## src/rtl/watch_pkg.sv

```systemverilog
// Shared types and default timing constants for the watch controller front end.
// Channel FSM encoding plus helpers for sizing the per-channel counter.
package watch_pkg;

  typedef enum logic [2:0] {
    IDLE      = 3'd0,
    DEB_PRESS = 3'd1,
    HELD      = 3'd2,
    REPEAT    = 3'd3,
    DEB_REL   = 3'd4
  } btn_state_t;

  localparam int unsigned DEF_DEBOUNCE_CYCLES = 4;
  localparam int unsigned DEF_LONG_CYCLES     = 16;
  localparam int unsigned DEF_REPEAT_CYCLES   = 8;
  localparam int unsigned DEF_BTN_ACTIVE_LOW  = 1;

  function automatic int unsigned max3(input int unsigned a, input int unsigned b,
                                       input int unsigned c);
    int unsigned m;
    m = a;
    if (b > m) m = b;
    if (c > m) m = c;
    return m;
  endfunction

  // One extra bit beyond clog2 keeps the terminal compare in range for powers of two.
  function automatic int unsigned cnt_width(input int unsigned d, input int unsigned l,
                                            input int unsigned r);
    return $clog2(max3(d, l, r)) + 1;
  endfunction

endpackage

```

## src/rtl/button_pulse_gen_if.sv

```systemverilog
// Raw button pins in, clean strobes and long-press levels out.
// The slave side is the pulse generator; the master side drives the pins.
interface button_pulse_gen_if;
  logic btn_outside_raw;
  logic btn_inside_raw;
  logic set_outside;
  logic set_inside;
  logic long_outside;
  logic long_inside;

  modport master (
    output btn_outside_raw, btn_inside_raw,
    input  set_outside, set_inside, long_outside, long_inside
  );

  modport slave (
    input  btn_outside_raw, btn_inside_raw,
    output set_outside, set_inside, long_outside, long_inside
  );
endinterface

```

## src/rtl/button_channel.sv

```systemverilog
// One button: 2-flop synchroniser, polarity fix, debounce/long-press/repeat FSM.
// Emits a registered one-cycle strobe per accepted press and per repeat tick.
module button_channel
  import watch_pkg::*;
#(
  parameter int unsigned DEBOUNCE_CYCLES = DEF_DEBOUNCE_CYCLES,
  parameter int unsigned LONG_CYCLES     = DEF_LONG_CYCLES,
  parameter int unsigned REPEAT_CYCLES   = DEF_REPEAT_CYCLES,
  parameter int unsigned BTN_ACTIVE_LOW  = DEF_BTN_ACTIVE_LOW
) (
  input  logic clk,
  input  logic reset,
  input  logic raw,
  output logic strobe,
  output logic long_press
);

  localparam int unsigned CNT_W = cnt_width(DEBOUNCE_CYCLES, LONG_CYCLES, REPEAT_CYCLES);
  localparam logic RELEASED = (BTN_ACTIVE_LOW != 0) ? 1'b1 : 1'b0;
  localparam logic [CNT_W-1:0] DEB_LAST  = CNT_W'(DEBOUNCE_CYCLES - 1);
  localparam logic [CNT_W-1:0] LONG_LAST = CNT_W'(LONG_CYCLES - 1);
  localparam logic [CNT_W-1:0] REP_LAST  = CNT_W'(REPEAT_CYCLES - 1);

  logic             sync1;
  logic             sync2;
  logic             p;
  btn_state_t       state;
  btn_state_t       next_state;
  logic [CNT_W-1:0] cnt;
  logic [CNT_W-1:0] cnt_next;
  logic             pulse_next;

  always_ff @(posedge clk) begin
    if (!reset) begin
      sync1 <= RELEASED;
      sync2 <= RELEASED;
    end else begin
      sync1 <= raw;
      sync2 <= sync1;
    end
  end

  assign p = sync2 ^ RELEASED;

  always_comb begin
    next_state = state;
    cnt_next   = cnt + 1'b1;
    pulse_next = 1'b0;
    case (state)
      IDLE: begin
        cnt_next = '0;
        if (p) next_state = DEB_PRESS;
      end
      DEB_PRESS: begin
        if (!p) begin
          next_state = IDLE;
          cnt_next   = '0;
        end else if (cnt == DEB_LAST) begin
          next_state = HELD;
          cnt_next   = '0;
          pulse_next = 1'b1;
        end
      end
      HELD: begin
        if (!p) begin
          next_state = DEB_REL;
          cnt_next   = '0;
        end else if (cnt == LONG_LAST) begin
          next_state = REPEAT;
          cnt_next   = '0;
          pulse_next = 1'b1;
        end
      end
      REPEAT: begin
        if (!p) begin
          next_state = DEB_REL;
          cnt_next   = '0;
        end else if (cnt == REP_LAST) begin
          cnt_next   = '0;
          pulse_next = 1'b1;
        end
      end
      DEB_REL: begin
        // A press seen while debouncing release is a bounce: back to HELD, long timer restarts.
        if (p) begin
          next_state = HELD;
          cnt_next   = '0;
        end else if (cnt == DEB_LAST) begin
          next_state = IDLE;
          cnt_next   = '0;
        end
      end
      default: begin
        next_state = IDLE;
        cnt_next   = '0;
      end
    endcase
  end

  always_ff @(posedge clk) begin
    if (!reset) begin
      state      <= IDLE;
      cnt        <= '0;
      strobe     <= 1'b0;
      long_press <= 1'b0;
    end else begin
      state      <= next_state;
      cnt        <= cnt_next;
      strobe     <= pulse_next;
      long_press <= (next_state == REPEAT);
    end
  end

endmodule

```

## src/rtl/button_pulse_gen.sv

```systemverilog
// Front end for the watch controller: two independent button channels.
// Only wires parameters and interface signals to the channel instances.
module button_pulse_gen
  import watch_pkg::*;
#(
  parameter int unsigned DEBOUNCE_CYCLES = DEF_DEBOUNCE_CYCLES,
  parameter int unsigned LONG_CYCLES     = DEF_LONG_CYCLES,
  parameter int unsigned REPEAT_CYCLES   = DEF_REPEAT_CYCLES,
  parameter int unsigned BTN_ACTIVE_LOW  = DEF_BTN_ACTIVE_LOW
) (
  input  logic             clk,
  input  logic             reset,
  button_pulse_gen_if.slave btn
);

  button_channel #(
    .DEBOUNCE_CYCLES(DEBOUNCE_CYCLES),
    .LONG_CYCLES    (LONG_CYCLES),
    .REPEAT_CYCLES  (REPEAT_CYCLES),
    .BTN_ACTIVE_LOW (BTN_ACTIVE_LOW)
  ) u_outside (
    .clk       (clk),
    .reset     (reset),
    .raw       (btn.btn_outside_raw),
    .strobe    (btn.set_outside),
    .long_press(btn.long_outside)
  );

  button_channel #(
    .DEBOUNCE_CYCLES(DEBOUNCE_CYCLES),
    .LONG_CYCLES    (LONG_CYCLES),
    .REPEAT_CYCLES  (REPEAT_CYCLES),
    .BTN_ACTIVE_LOW (BTN_ACTIVE_LOW)
  ) u_inside (
    .clk       (clk),
    .reset     (reset),
    .raw       (btn.btn_inside_raw),
    .strobe    (btn.set_inside),
    .long_press(btn.long_inside)
  );

endmodule

```

## src/flat_wrapper.sv

```systemverilog
// flat-port wrapper written by rule: the top's interface ports become plain ports
module button_pulse_gen_flat import watch_pkg::*;
#(
  parameter int unsigned DEBOUNCE_CYCLES = DEF_DEBOUNCE_CYCLES,
  parameter int unsigned LONG_CYCLES     = DEF_LONG_CYCLES,
  parameter int unsigned REPEAT_CYCLES   = DEF_REPEAT_CYCLES,
  parameter int unsigned BTN_ACTIVE_LOW  = DEF_BTN_ACTIVE_LOW
)
  (clk, reset, btn_btn_outside_raw, btn_btn_inside_raw, btn_set_outside, btn_set_inside, btn_long_outside, btn_long_inside);
  button_pulse_gen_if btn_i ();
  input  logic clk;
  input  logic reset;
  input wire logic [$bits(btn_i.btn_outside_raw)-1:0] btn_btn_outside_raw;
  input wire logic [$bits(btn_i.btn_inside_raw)-1:0] btn_btn_inside_raw;
  output wire logic [$bits(btn_i.set_outside)-1:0] btn_set_outside;
  output wire logic [$bits(btn_i.set_inside)-1:0] btn_set_inside;
  output wire logic [$bits(btn_i.long_outside)-1:0] btn_long_outside;
  output wire logic [$bits(btn_i.long_inside)-1:0] btn_long_inside;
  assign btn_i.btn_outside_raw = btn_btn_outside_raw;
  assign btn_i.btn_inside_raw = btn_btn_inside_raw;
  assign btn_set_outside = btn_i.set_outside;
  assign btn_set_inside = btn_i.set_inside;
  assign btn_long_outside = btn_i.long_outside;
  assign btn_long_inside = btn_i.long_inside;
  button_pulse_gen #(.DEBOUNCE_CYCLES(DEBOUNCE_CYCLES), .LONG_CYCLES(LONG_CYCLES), .REPEAT_CYCLES(REPEAT_CYCLES), .BTN_ACTIVE_LOW(BTN_ACTIVE_LOW)) u_core (.clk(clk), .reset(reset), .btn(btn_i));
endmodule
```

## config.mk

```make
export PLATFORM = sky130hd
export DESIGN_NAME = button_pulse_gen_flat
export DESIGN_NICKNAME = d
export VERILOG_FILES = /design/src/rtl/watch_pkg.sv /design/src/rtl/button_pulse_gen_if.sv /design/src/rtl/button_channel.sv /design/src/rtl/button_pulse_gen.sv /design/src/flat_wrapper.sv
export SDC_FILE = /design/constraint.sdc
export NUM_CORES = 1
export LEC_CHECK = 0
export ABC_AREA = 1
export CAP_MARGIN = 10
export CORE_AREA = 2 2 77 50
export CTS_CLUSTER_DIAMETER = 200
export DETAILED_ROUTE_END_ITERATION = 10
export DIE_AREA = 0 0 79 52
export PLACE_DENSITY = 0.67
export SETUP_SLACK_MARGIN = 0.2
export SYNTH_ARGS = -nofsm -noshare
export SYNTH_HDL_FRONTEND = slang
export SYNTH_HIERARCHICAL = 1
export SYNTH_SLANG_ARGS = --single-unit
```

## constraint.sdc

```tcl
create_clock -name clk -period 2.7 [get_ports clk]
set_input_delay 0.675 -clock clk [delete_from_list [all_inputs] [get_ports clk]]
set_output_delay 0.675 -clock clk [all_outputs]
set_load 0.1 [all_outputs]
```

# Word level (Yosys, flattened, before mapping)
# Cells that the tools add are included.
dict set report op_classes {
  reduce_logical 2
  n_eq_ne 16
  mux 48
  n_addsub 2
}
# cell n
set op_table {}
lappend op_table {{2-to-1 mux 5 bit} 14}
lappend op_table {{2-to-1 mux 3 bit} 16}
lappend op_table {{one-hot mux 5 bit (4 select lines)} 2}
lappend op_table {{one-hot mux 3 bit (5 select lines)} 2}
lappend op_table {{equality test 3 x 2 -> 1 bit, second input constant} 6}
lappend op_table {{2-to-1 mux 1 bit} 12}
lappend op_table {{adder 5 x 1 -> 5 bit, second input constant} 2}
lappend op_table {{equality test 5 x 2 -> 1 bit, second input constant} 2}
lappend op_table {{equality test 5 x 3 -> 1 bit, second input constant} 2}
lappend op_table {{equality test 5 x 4 -> 1 bit, second input constant} 2}
lappend op_table {{equality test 3 x 1 -> 1 bit, second input constant} 2}
lappend op_table {{equality test 3 bit, second input constant} 2}
lappend op_table {{zero test 3 bit} 2}
lappend op_table {{one-hot mux 1 bit (3 select lines)} 2}
dict set report word_totals {
  inputBits 4
  output_inout_bits 4
  register_bits 24
  wordCells 80
}

# Depth between registers and ports, before layout
# Gate-level depths: netlist of run 1.
dict set report depth {
  ltp_word 5
  mapped_depth 11
  depth_no_buf 11
}

# By module
# Netlist of run 1, hierarchy kept.
# module instances seq_area_each_um2 cells_each area_per_inst_um2
set by_module_without_submodules {}
lappend by_module_without_submodules {{button_channel at u_core.u_outside} 1 240.2 99 678.2}
lappend by_module_without_submodules {{button_channel at u_core.u_inside} 1 240.2 99 635.6}

# Worst setup path before layout of run 1
# OpenSTA, ideal clock, no wires.
dict set report synth_timing {
  kind {reg2out}
  startpoint {reg u_core.u_inside.long_press}
  endpoint {out btn_long_inside}
  arrival_ps 909
  required_ps 2025
  path_slack_ps 1116
  path_buffers 0
  path_stages_with_launch 1
  path_cell_list {dfxtp_1}
}
# element line_no
set synth_rtl {}
lappend synth_rtl {{from (decl)} button_channel.sv:15} ;# output logic long_press
lappend synth_rtl {{from (signal assigned)} button_channel.sv:110} ;# long_press <= (next_state == REPEAT);
lappend synth_rtl {{to (decl)} flat_wrapper.sv:18} ;# output wire logic [$bits(btn_i.long_inside)-1:0] btn_long_inside;
# No word-level cell between the ends.

# Final worst setup path of run 1
dict set report layout_timing {
  startpoint {reg u_core.u_inside.cnt[0]}
  endpoint {reg u_core.u_inside.cnt[0]}
}
dict set report layout_via {
  elab_chain_cells 4
  word_cells_on_any_way 12
  classes_between {add/sub: 1; eq/ne: 3; mux: 8}
}
# element line_no
set layout_rtl {}
lappend layout_rtl {{from (decl)} button_channel.sv:29} ;# logic [CNT_W-1:0] cnt;
lappend layout_rtl {{from (signal assigned)} button_channel.sv:108} ;# cnt <= cnt_next;
lappend layout_rtl {{adder 5 x 1 -> 5 bit, or another cell as far along} button_channel.sv:47} ;# cnt_next = cnt + 1'b1;
lappend layout_rtl {{2-to-1 mux 5 bit (on tied branches) (2 in a row)} -}
lappend layout_rtl {{one-hot mux 5 bit (4 select lines) *} button_channel.sv:49} ;# case (state)
# Every way passes the cells marked *; elsewhere a longest branch is shown, timed or not.
# A chain may end at the register's enable or synchronous reset.

==> impl_metrics.json, run 1 <==
{
  "drt_iter0_drc": 73,
  "min_to": "u_core/u_inside/sync2",
  "switchingPower_uw": 114,
  "synth_compound_area_share_pct": 8.19,
  "globalRouteTotalUtil_pct": 12.9,
  "slowest_delay_ns": 0.36,
  "worst_pin_slew_ns": 0.275,
  "postRouteAntennaNets": 0,
  "rsz0062_at_grt": "no",
  "critPathSlowestCell": "dfxtp_1",
  "setup_viol": 0,
  "synth_fp_nets": 208,
  "yosys.area_share.simple_pct": 39.6,
  "hold_violations": 0,
  "gp_congestion": 0.841,
  "reg2reg_from": "u_core/u_inside/cnt[0]",
  "drive_gt1_share_pct": 13.5,
  "hp-class": "flip-flop to flip-flop",
  "rows": 17,
  "cts_tree": "yes",
  "crit_type": "flip-flop to flip-flop",
  "met2_length_um": 772,
  "power_density_mw_per_mm2": 393,
  "cp.arrival_ns": 1.71,
  "layout_commonest_cell": "nand2_1",
  "path_clk_slew_ns": 0.07,
  "period_share_pct": 57.6,
  "fin_tns_setup_ns": 0,
  "htreeDepth": 1,
  "avgSynthCellArea_sq_um": 6.64,
  "start_util_pct": 38.1,
  "pwr-share-comb_pct": 3.6,
  "die-area_sq_mm": 0.00411,
  "path_cells": "ha_1 -> nand2_1 -> nor2_1 -> ha_1 -> inv_1 -> nand2_1 -> nand2_1 -> nand2_1 -> nand2_1 -> nand2_1 -> nor2_1",
  "reg2reg_depth": 11,
  "top_layer_used": "met4",
  "synth_top_family_by_area": "simple AND/OR/NAND/NOR gates",
  "clock_latency_ns": 0.26,
  "ctsResizeCount": 0,
  "grt_antenna_before_repair": 0,
  "synthCells": 198,
  "yosys_warnings": 6,
  "crit_path_max_fanout": 4,
  "wl_per_cell_um": 9.14,
  "viasPerCell": 4.51,
  "end_kind": "flip-flop",
  "cp.required_ns": 2.85,
  "core_area_sq_mm": 0.00345,
  "diodes": 0,
  "stdcell_area_sq_mm": 0.00147,
  "syn_area_sq_mm": 0.00131,
  "grt_pass1_vias": 912,
  "startpoint_type": "flip-flop",
  "fmax_ghz": 0.643,
  "grt_max_degree": 13,
  "post_cts_buffers": 0,
  "die_w_um": 79,
  "clkPwrFrac_pct": 34.3,
  "ctsLongestPathBuffers": 2,
  "met1Wirelength_mm": 1.40,
  "wl_met3_um": 145,
  "synth_fa_ha_area_share_pct": 5.71,
  "ys_ff_latch": 24,
  "cts_root_buffer": "clkbuf_8",
  "skew_ns": 0.00306,
  "p_seq_share_pct": 62.1,
  "clock_sinks": 24,
  "status": "finished, final reports clean",
  "top_level_ports": 8,
  "maxSlewViolCount": 0,
  "relSlewSlack_pct": 81.5,
  "leakagePower_nw": 0.665,
  "numCtsBuffers": 3,
  "yosys.cell_types.count": 24,
  "globalRouteOverflowTotal": 0,
  "synthMuxAreaShare_pct": 0,
  "ys_seq_area_share_pct": 36.6,
  "holdPathStages": 1,
  "dp_hpwl_mm": 1.94,
  "crit_path_frequent_cell": "nand2_1",
  "hp-start": "u_core/u_inside/sync1",
  "period_minus_slack_ns": 1.55,
  "max_cap_violations": 0,
  "vdd_ir_drop_max_mv": 0.247,
  "num-nets-final": 220,
  "cts_hold_buf": 0,
  "first_pass_iters": 4,
  "sw_frac_of_total_pct": 19.7,
  "synthXorXnorAreaFrac_pct": 1.33,
  "final_cell_mix": "53 x nand2_1, 35 x nor2_1, 25 x inv_1",
  "p_int_uw": 466,
  "timing.rr.end": "u_core/u_inside/cnt[0]",
  "grt_pass1_wl_mm": 4.02,
  "r2r_slack_ns": 1.15,
  "postPlaceCellArea_sq_mm": 0.00143,
  "io_buffers": 7,
  "drc": 0,
  "vias": 1150,
  "die_height_um": 52,
  "routed_wl_mm": 2.33,
  "areaGrowthSynthToFinish_pct": 12.2
}
## cell families (layout without fill, tap and decap cells)
| group | after synthesis | count (layout) |
|---|---|---|
| buffers and inverters | 30 | 40 |
| adder cells (fa/ha/maj) | 6 | 6 |
| XOR/XNOR | 2 | 2 |
| AND/OR/NAND/NOR | 117 | 117 |
| AO/OA/AOI/OAI | 19 | 19 |
| flip-flops | 24 | 24 |
## per-layer routing
layer	vias to the layer above	global-route usage [%]
met2	23	16.0
li1	630	-
met4	0	4.31
met3	2	4.17
met5	-	0
met1	495	20.0
## worst max-delay path by stage
stage	depth (start not counted)	endpoint	start
after global placement	5	u_core/u_outside/long_press	reset
final	11	u_core/u_inside/cnt[0]	u_core/u_inside/cnt[0]
after global routing	11	u_core/u_inside/cnt[0]	u_core/u_inside/cnt[0]
after detailed placement	5	u_core/u_outside/cnt[2]	reset
after floorplan	0	btn_long_inside	u_core/u_inside/long_press
after CTS	11	u_core/u_inside/cnt[3]	u_core/u_inside/cnt[0]
## worst max-delay path, delay by kind of cell (launching register included)
kind	cells	cell delay [ns]
buffers and inverters	1	0.06
and+or+nand+nor	8	0.63
DFF	1	0.36
adders and majority gates	2	0.41
## flip-flops by register name (all words and copies together), names as in the netlist
signal / cells
u_core/u_outside/sync2: 1
u_core/u_outside/cnt: 5
u_core/u_inside/strobe: 1
u_core/u_outside/long_press: 1
u_core/u_inside/cnt: 5
u_core/u_outside/sync1: 1
u_core/u_outside/state: 3
u_core/u_inside/state: 3
u_core/u_outside/strobe: 1
u_core/u_inside/long_press: 1
u_core/u_inside/sync1: 1
u_core/u_inside/sync2: 1
## metrics by stage
step / hold slack, ns / worst slack, ns / util, % / cells / total power [mW]
floorplan: 0.393 / 1.12 / - / 198 / 0.381
global placement: 0.397 / 0.974 / 41.6 / 252 / 0.389
detailed placement: 0.398 / 0.946 / 41.6 / 252 / 0.389
CTS: 0.417 / 1.15 / 42.8 / 255 / 0.591
global route: 0.436 / 0.894 / 42.8 / 255 / 0.613
finish: 0.416 / 1.15 / 42.8 / 255 / 0.580
## synth_stat cells
cell       n  area share [%]
inv_2      4             1.1
nand3_2    1            0.76
nor2_1    35              10
a21oi_1    8             3.0
nor2_8     1             1.5
nand3_1   10             3.8
clkinv_1   1            0.29
nand4_1    1            0.48
or2_2      4             1.9
o21ai_0    5             1.9
o21ai_1    2            0.76
nand3b_1   1            0.57
ha_1       6             5.7
o21a_1     1            0.57
nor2_4     1            0.86
nand2_1   53              15
nor3_1     2            0.76
dfxtp_1   24              37
xor2_1     2             1.3
a21oi_2    2             1.3
nand2_2    3             1.4
nor2_2     5             2.4
o211ai_1   1            0.57
inv_1     25             7.1
## power by group through the flow
stage          sequential [mW]  clock (mW)  combinational (mW)
6_report                 0.360       0.199              0.0209
5_1_grt                  0.361       0.229              0.0237
4_1_cts                  0.360       0.210              0.0210
3_5_place_dp             0.368           0              0.0210
3_3_place_gp             0.368           0              0.0209
2_1_floorplan            0.368           0              0.0130
## cell type report
| cell class | instances | area [sq um] |
|---|---|---|
| clock buffers | 3 | 41.3 |
| fillers | 377 | 1970 |
| inverters | 30 | 113 |
| multi-input cells | 144 | 721 |
| flip-flops and latches | 24 | 480 |
| well taps | 47 | 58.8 |
| repair buffers | 7 | 60.1 |
(Power assumes the default switching activity.)
==> inputs of run 2 (changes only) <==
- clock period: 2.7 -> 1.49 ns (I/O delays scaled with it)
==> run 2 against run 1 <==
  * Non-clock buffer count increased by 12
  * Sequential power increased by 81%
  * First-iteration DRC count decreased by 16%
  * Hold slack got worse by 0.00051 ns
  * Worst setup slack got worse by 1.0 ns
  * Via count increased by 4.6%
  * Clock skew increased by 0.0019 ns
  * Count of clock-buffer cells in the layout unchanged
  * Clock power increased to 2.8 times the previous value
  * Sequential share of layout area decreased by 5.9 points
  * Cell area increased by 24%
  * Cell count increased by 5.1%
  * Critical endpoint is now u_core/u_inside/cnt[3]
  * Largest cell class unchanged
  * Largest power group unchanged
==> impl_metrics.json, run 2 (synthesized netlist as in run 1, its figures left out) <==
{
  "cts_tree": "yes",
  "viasPerCell": 4.49,
  "fin_tns_setup_ns": 0,
  "r2r_slack_ns": 0.11,
  "routed_wl_mm": 2.80,
  "hp-class": "flip-flop to flip-flop",
  "reg2reg_depth": 11,
  "die_w_um": 79,
  "seq_area_sq_um": 487,
  "maxSlewViolCount": 0,
  "ctsLongestPathBuffers": 2,
  "holdPathStages": 1,
  "final_cells": 268,
  "cp.arrival_ns": 1.54,
  "num-nets-final": 232,
  "cts_root_buffer": "clkbuf_8",
  "io_buffers": 7,
  "core_area_sq_mm": 0.00345,
  "hp-start": "u_core/u_inside/sync1",
  "dp.cells": 253,
  "slowest_delay_ns": 0.36,
  "min_to": "u_core/u_inside/sync2",
  "die_height_um": 52,
  "numCtsBuffers": 3,
  "n_fill_cell": 336,
  "drt_iter0_drc": 61,
  "globalRouteOverflowTotal": 0,
  "postRouteAntennaNets": 0,
  "leakagePower_nw": 0.804,
  "skew_ns": 0.00499,
  "dp_hpwl_mm": 2.10,
  "period_share_pct": 92.4,
  "die-area_sq_mm": 0.00411,
  "cp.required_ns": 1.65,
  "rsz0062_at_grt": "yes",
  "hold_violations": 0,
  "htreeDepth": 1,
  "crit_path_frequent_cell": "nand2_2",
  "worst_pin_slew_ns": 0.366,
  "finalWorstSetupSlack_ns": 0.113,
  "clock_latency_ns": 0.26,
  "multiInputGateArea_sq_um": 881,
  "period_minus_slack_ns": 1.38,
  "grt_pass1_vias": 1004,
  "startpoint_type": "flip-flop",
  "fmax_ghz": 0.726,
  "final_util_pct": 52.9,
  "layout_commonest_cell": "nand2_1",
  "crit_path_max_fanout": 4,
  "setup_viol": 0,
  "final_cell_mix": "40 x nand2_1, 30 x nor2_1, 19 x inv_1, 19 x dfxtp_1, 13 x nand2_2",
  "diodes": 0,
  "end_kind": "flip-flop",
  "first_pass_iters": 6,
  "areaGrowthSynthToFinish_pct": 38.8,
  "reg_top3": "u_core/u_inside/cnt (5), u_core/u_outside/cnt (5)",
  "path_clk_slew_ns": 0.08,
  "grt_antenna_before_repair": 0,
  "reg2reg_from": "u_core/u_inside/cnt[0]",
  "drc": 0,
  "wl_per_cell_um": 10.4,
  "critPathSlowestCell": "dfxtp_2",
  "vias": 1203,
  "relSlewSlack_pct": 75.3,
  "max_cap_violations": 0,
  "path_cells": "ha_4 -> nand2_4 -> nor2_4 -> ha_4 -> inv_4 -> nand2_2 -> nand2_2 -> nand2_2 -> nand2_2 -> nand2_4 -> nor2_1",
  "vdd_ir_drop_max_mv": 0.407,
  "start_util_pct": 38.1,
  "fin_total_pwr_mw": 1.26,
  "rows": 17,
  "grt_max_degree": 15,
  "clock_sinks": 24,
  "status": "finished, final reports clean",
  "dp_slack_ns": 0.0306,
  "globalRouteTotalUtil_pct": 14.1,
  "top_level_ports": 8,
  "crit_type": "flip-flop to flip-flop",
  "gp_congestion": 0.878,
  "drive_gt1_share_pct": 37.6,
  "timing.rr.end": "u_core/u_inside/cnt[3]",
  "grt_pass1_wl_mm": 4.53,
  "power_density_mw_per_mm2": 688
}
## run 2: changes by cell type in the layout (fill, tap and decap cells not counted), sizes merged
cell | previous run | this run
buf | 4 | 16
bufinv | 0 | 1
## run 2: cell type report
class / instances / share of cell area (%)
multi-input combinational: 144 / 48.3
sequential: 24 / 26.7
timing repair buffer: 19 / 11.4
inverter: 30 / 6.45
tap: 47 / 3.23
clock buffer: 3 / 2.26
clock inverter: 1 / 1.65
## run 2: worst max path at each step
stage,startpoint,end,slack [ns],cells after the start
final,u_core/u_inside/cnt[0],u_core/u_inside/cnt[3],0.11,11
after global routing,u_core/u_inside/cnt[0],u_core/u_inside/cnt[3],0.05,11
after floorplan,u_core/u_outside/cnt[1],u_core/u_outside/cnt[4],0.19,9
after detailed placement,reset,u_core/u_outside/cnt[2],0.03,5
after global placement,u_core/u_inside/cnt[0],u_core/u_inside/cnt[0],0.05,11
after CTS,u_core/u_outside/cnt[0],u_core/u_outside/cnt[4],0.15,9
## run 2: worst max-delay path: cells and delay by family (launching register included)
family,cells,cell delay [ns]
flops,1,0.36
simple gates,8,0.56
fa+ha+maj,2,0.31
buf+inv,1,0.04
## run 2: timing repair
item | 4_1_cts | 5_1_grt
endpoints found under the setup margin | 12 | 17
buffers inserted | 8 | 3
hold buffers | 0 | 0
resized for setup | 11 | 31
pin swaps | 13 | 15
## run 2: per-stage QoR
step / hold slack, ns / instance area (sq um)
finish: 0.416 / 1820
global route: 0.436 / 1820
detailed placement: 0.398 / 1540
floorplan: 0.393 / 1360
global placement: 0.396 / 1540
CTS: 0.418 / 1720
## run 2: layer usage
metal | GRT usage [%] | wire (um) | vias up | share of wire (%)
li1 | - | - | 655 | -
met1 | 21.8 | 1560 | 515 | 56
met2 | 19.4 | 1070 | 29 | 38
met3 | 3.13 | 142 | 4 | 5.1
met4 | 3.45 | 21 | 0 | 0.75
met5 | 0 | 0 | - | 0
## run 2: power breakdown
part           switching [mW]  internal [mW]  leakage [nW]  total, mW
logic                  0.0254         0.0174         0.572     0.0429
clock network           0.200          0.359        0.0357      0.559
registers             0.00616          0.647         0.197      0.653
==> inputs of run 3 (changes only) <==
--- a/config.mk
+++ b/config.mk
@@ -8,9 +8,9 @@
 export ABC_AREA = 1
 export CAP_MARGIN = 10
-export CORE_AREA = 2 2 77 50
+export CORE_AREA = 2 2 73 47
 export CTS_CLUSTER_DIAMETER = 200
 export DETAILED_ROUTE_END_ITERATION = 10
-export DIE_AREA = 0 0 79 52
-export PLACE_DENSITY = 0.67
+export DIE_AREA = 0 0 75 49
+export PLACE_DENSITY = 0.73
 export SETUP_SLACK_MARGIN = 0.2
 export SYNTH_ARGS = -nofsm -noshare
==> constraint.sdc (replaced) <==
create_clock -name clk -period 1.49 [get_ports clk]
set_input_delay 0.298 -clock clk [delete_from_list [all_inputs] [get_ports clk]]
set_output_delay 0.298 -clock clk [all_outputs]
set_load 0.1 [all_outputs]
==> run 3 against run 2 <==
  * Largest power group unchanged
  * Cell area down 0.27%
  * Worst setup slack worse by 0.041 ns
  * Cell count down 1.5%
  * Die area down 11%
  * Combinational power up 5.6%
  * Count of clock-buffer cells in the layout unchanged
  * Critical path depth down 1
  * Sequential power about the same
  * Highest routed layer unchanged
==> impl_metrics.json, run 3 (synthesized netlist as in run 1, its figures left out) <==
{
  "fmax_ghz": 0.705,
  "die_w_um": 75,
  "final_cells": 264,
  "skew_ns": 0.0109,
  "areaGrowthSynthToFinish_pct": 38.4,
  "globalRouteOverflowTotal": 0,
  "path_clk_slew_ns": 0.09,
  "status": "finished, final reports clean",
  "grt_antenna_before_repair": 0,
  "clock_sinks": 24,
  "rows": 16,
  "die_height_um": 49,
  "core_area_sq_mm": 0.00306,
  "path_cells": "ha_4 -> inv_1 -> nor2_1 -> nand2_2 -> nand2_1 -> nand2_2 -> nand2_2 -> nand2_2 -> nand2_2 -> nor2_1",
  "end_kind": "flip-flop",
  "num-nets-final": 230,
  "dp_hpwl_mm": 1.93,
  "startpoint_type": "flip-flop",
  "wl_per_cell_um": 11.4,
  "vdd_ir_drop_max_mv": 0.486,
  "htreeDepth": 1,
  "seq_area_sq_um": 485,
  "drc": 0,
  "globalRouteTotalUtil_pct": 16.0,
  "grt_pass1_wl_mm": 4.53,
  "layout_commonest_cell": "nand2_1",
  "numCtsBuffers": 3,
  "top_level_ports": 8,
  "io_buffers": 7,
  "final_cell_mix": "39 x nand2_1, 30 x nor2_1, 21 x inv_1",
  "gp_congestion": 0.863,
  "holdPathStages": 1,
  "drive_gt1_share_pct": 37.4,
  "cp.required_ns": 1.67,
  "dp.cells": 250,
  "vias": 1250,
  "period_share_pct": 95.2,
  "fin_tns_setup_ns": 0,
  "ctsLongestPathBuffers": 2,
  "setup_viol": 0,
  "cts_hold_buf": 0,
  "multiInputGateArea_sq_um": 901,
  "cts_tree": "yes",
  "period_minus_slack_ns": 1.42,
  "grt_pass1_vias": 1025,
  "relSlewSlack_pct": 73.2,
  "hp-class": "flip-flop to flip-flop",
  "power_density_mw_per_mm2": 699,
  "grt_max_degree": 15,
  "start_util_pct": 42.9,
  "critPathSlowestCell": "dfxtp_2",
  "crit_type": "flip-flop to flip-flop",
  "n_fill_cell": 261,
  "first_pass_iters": 4,
  "cts_root_buffer": "clkbuf_8",
  "max_cap_violations": 0,
  "hold_violations": 0,
  "diodes": 0,
  "reg2reg_depth": 10,
  "worst_pin_slew_ns": 0.398,
  "routed_wl_mm": 3.01,
  "reg_top3": "u_core/u_inside/cnt (5), u_core/u_outside/cnt (5)",
  "leakagePower_nw": 0.806,
  "viasPerCell": 4.73,
  "drt_iter0_drc": 112,
  "cp.arrival_ns": 1.60,
  "slowest_delay_ns": 0.36,
  "crit_path_max_fanout": 5,
  "crit_path_frequent_cell": "nand2_2",
  "clock_latency_ns": 0.27,
  "postRouteAntennaNets": 0,
  "rsz0062_at_grt": "yes",
  "maxSlewViolCount": 0,
  "die-area_sq_mm": 0.00368
}
-- run 3: stage by stage --
step / hold slack (ns) / worst slack [ns] / area (sq um) / utilization (%) / total power, mW
floorplan: 0.393 / 0.185 / 1360 / - / 0.690
global placement: 0.396 / 0.0935 / 1530 / 49.8 / 0.706
detailed placement: 0.404 / 0.0734 / 1530 / 49.8 / 0.705
CTS: 0.426 / 0.150 / 1690 / 55.2 / 1.27
global route: 0.441 / -0.00970 / 1820 / 59.4 / 1.31
finish: 0.422 / 0.0715 / 1820 / 59.4 / 1.27
-- run 3: per-layer routing --
metal	share of wire, %	vias up	GRT usage [%]
met5	0	-	0
met4	1.4	0	4.46
met3	6.1	7	5.17
met2	42	41	21.3
met1	51	549	24.3
li1	-	653	-
-- run 3: power by group --
part / internal (mW) / switching (mW) / leakage (nW)
Sequential: 0.647 / 0.00531 / 0.196
Combinational: 0.0174 / 0.0278 / 0.573
Clock: 0.359 / 0.213 / 0.0357
-- run 3: path summary, 6_finish.rpt --
check | startpoint | end | slack [ns]
max | u_core/u_inside/cnt[0] | u_core/u_inside/cnt[0] | 0.07
min | u_core/u_inside/sync1 | u_core/u_inside/sync2 | 0.42
max reg2reg | u_core/u_inside/cnt[0] | u_core/u_inside/cnt[0] | 0.07
min reg2reg | u_core/u_inside/sync1 | u_core/u_inside/sync2 | 0.42
-- run 3: repair_timing --
action,in CTS,in global routing
pin swaps,13,15
gates resized for setup,13,28
endpoints found under the setup margin,13,17
setup buffers,5,5
-- run 3: critical path: cells and delay by family (launching register included) --
family        cells  cell delay [ns]
simple gates      8             0.74
flops             1             0.36
fa+ha+maj         1             0.16
buf+inv           1             0.05
-- run 3: cell type report --
| type | instances | area share, % |
|---|---|---|
| multi-input combinational | 144 | 49.6 |
| sequential | 24 | 26.7 |
| timing repair buffer | 17 | 10.4 |
| inverter | 30 | 6.33 |
| tap | 45 | 3.10 |
| clock buffer | 3 | 2.27 |
| clock inverter | 1 | 1.65 |
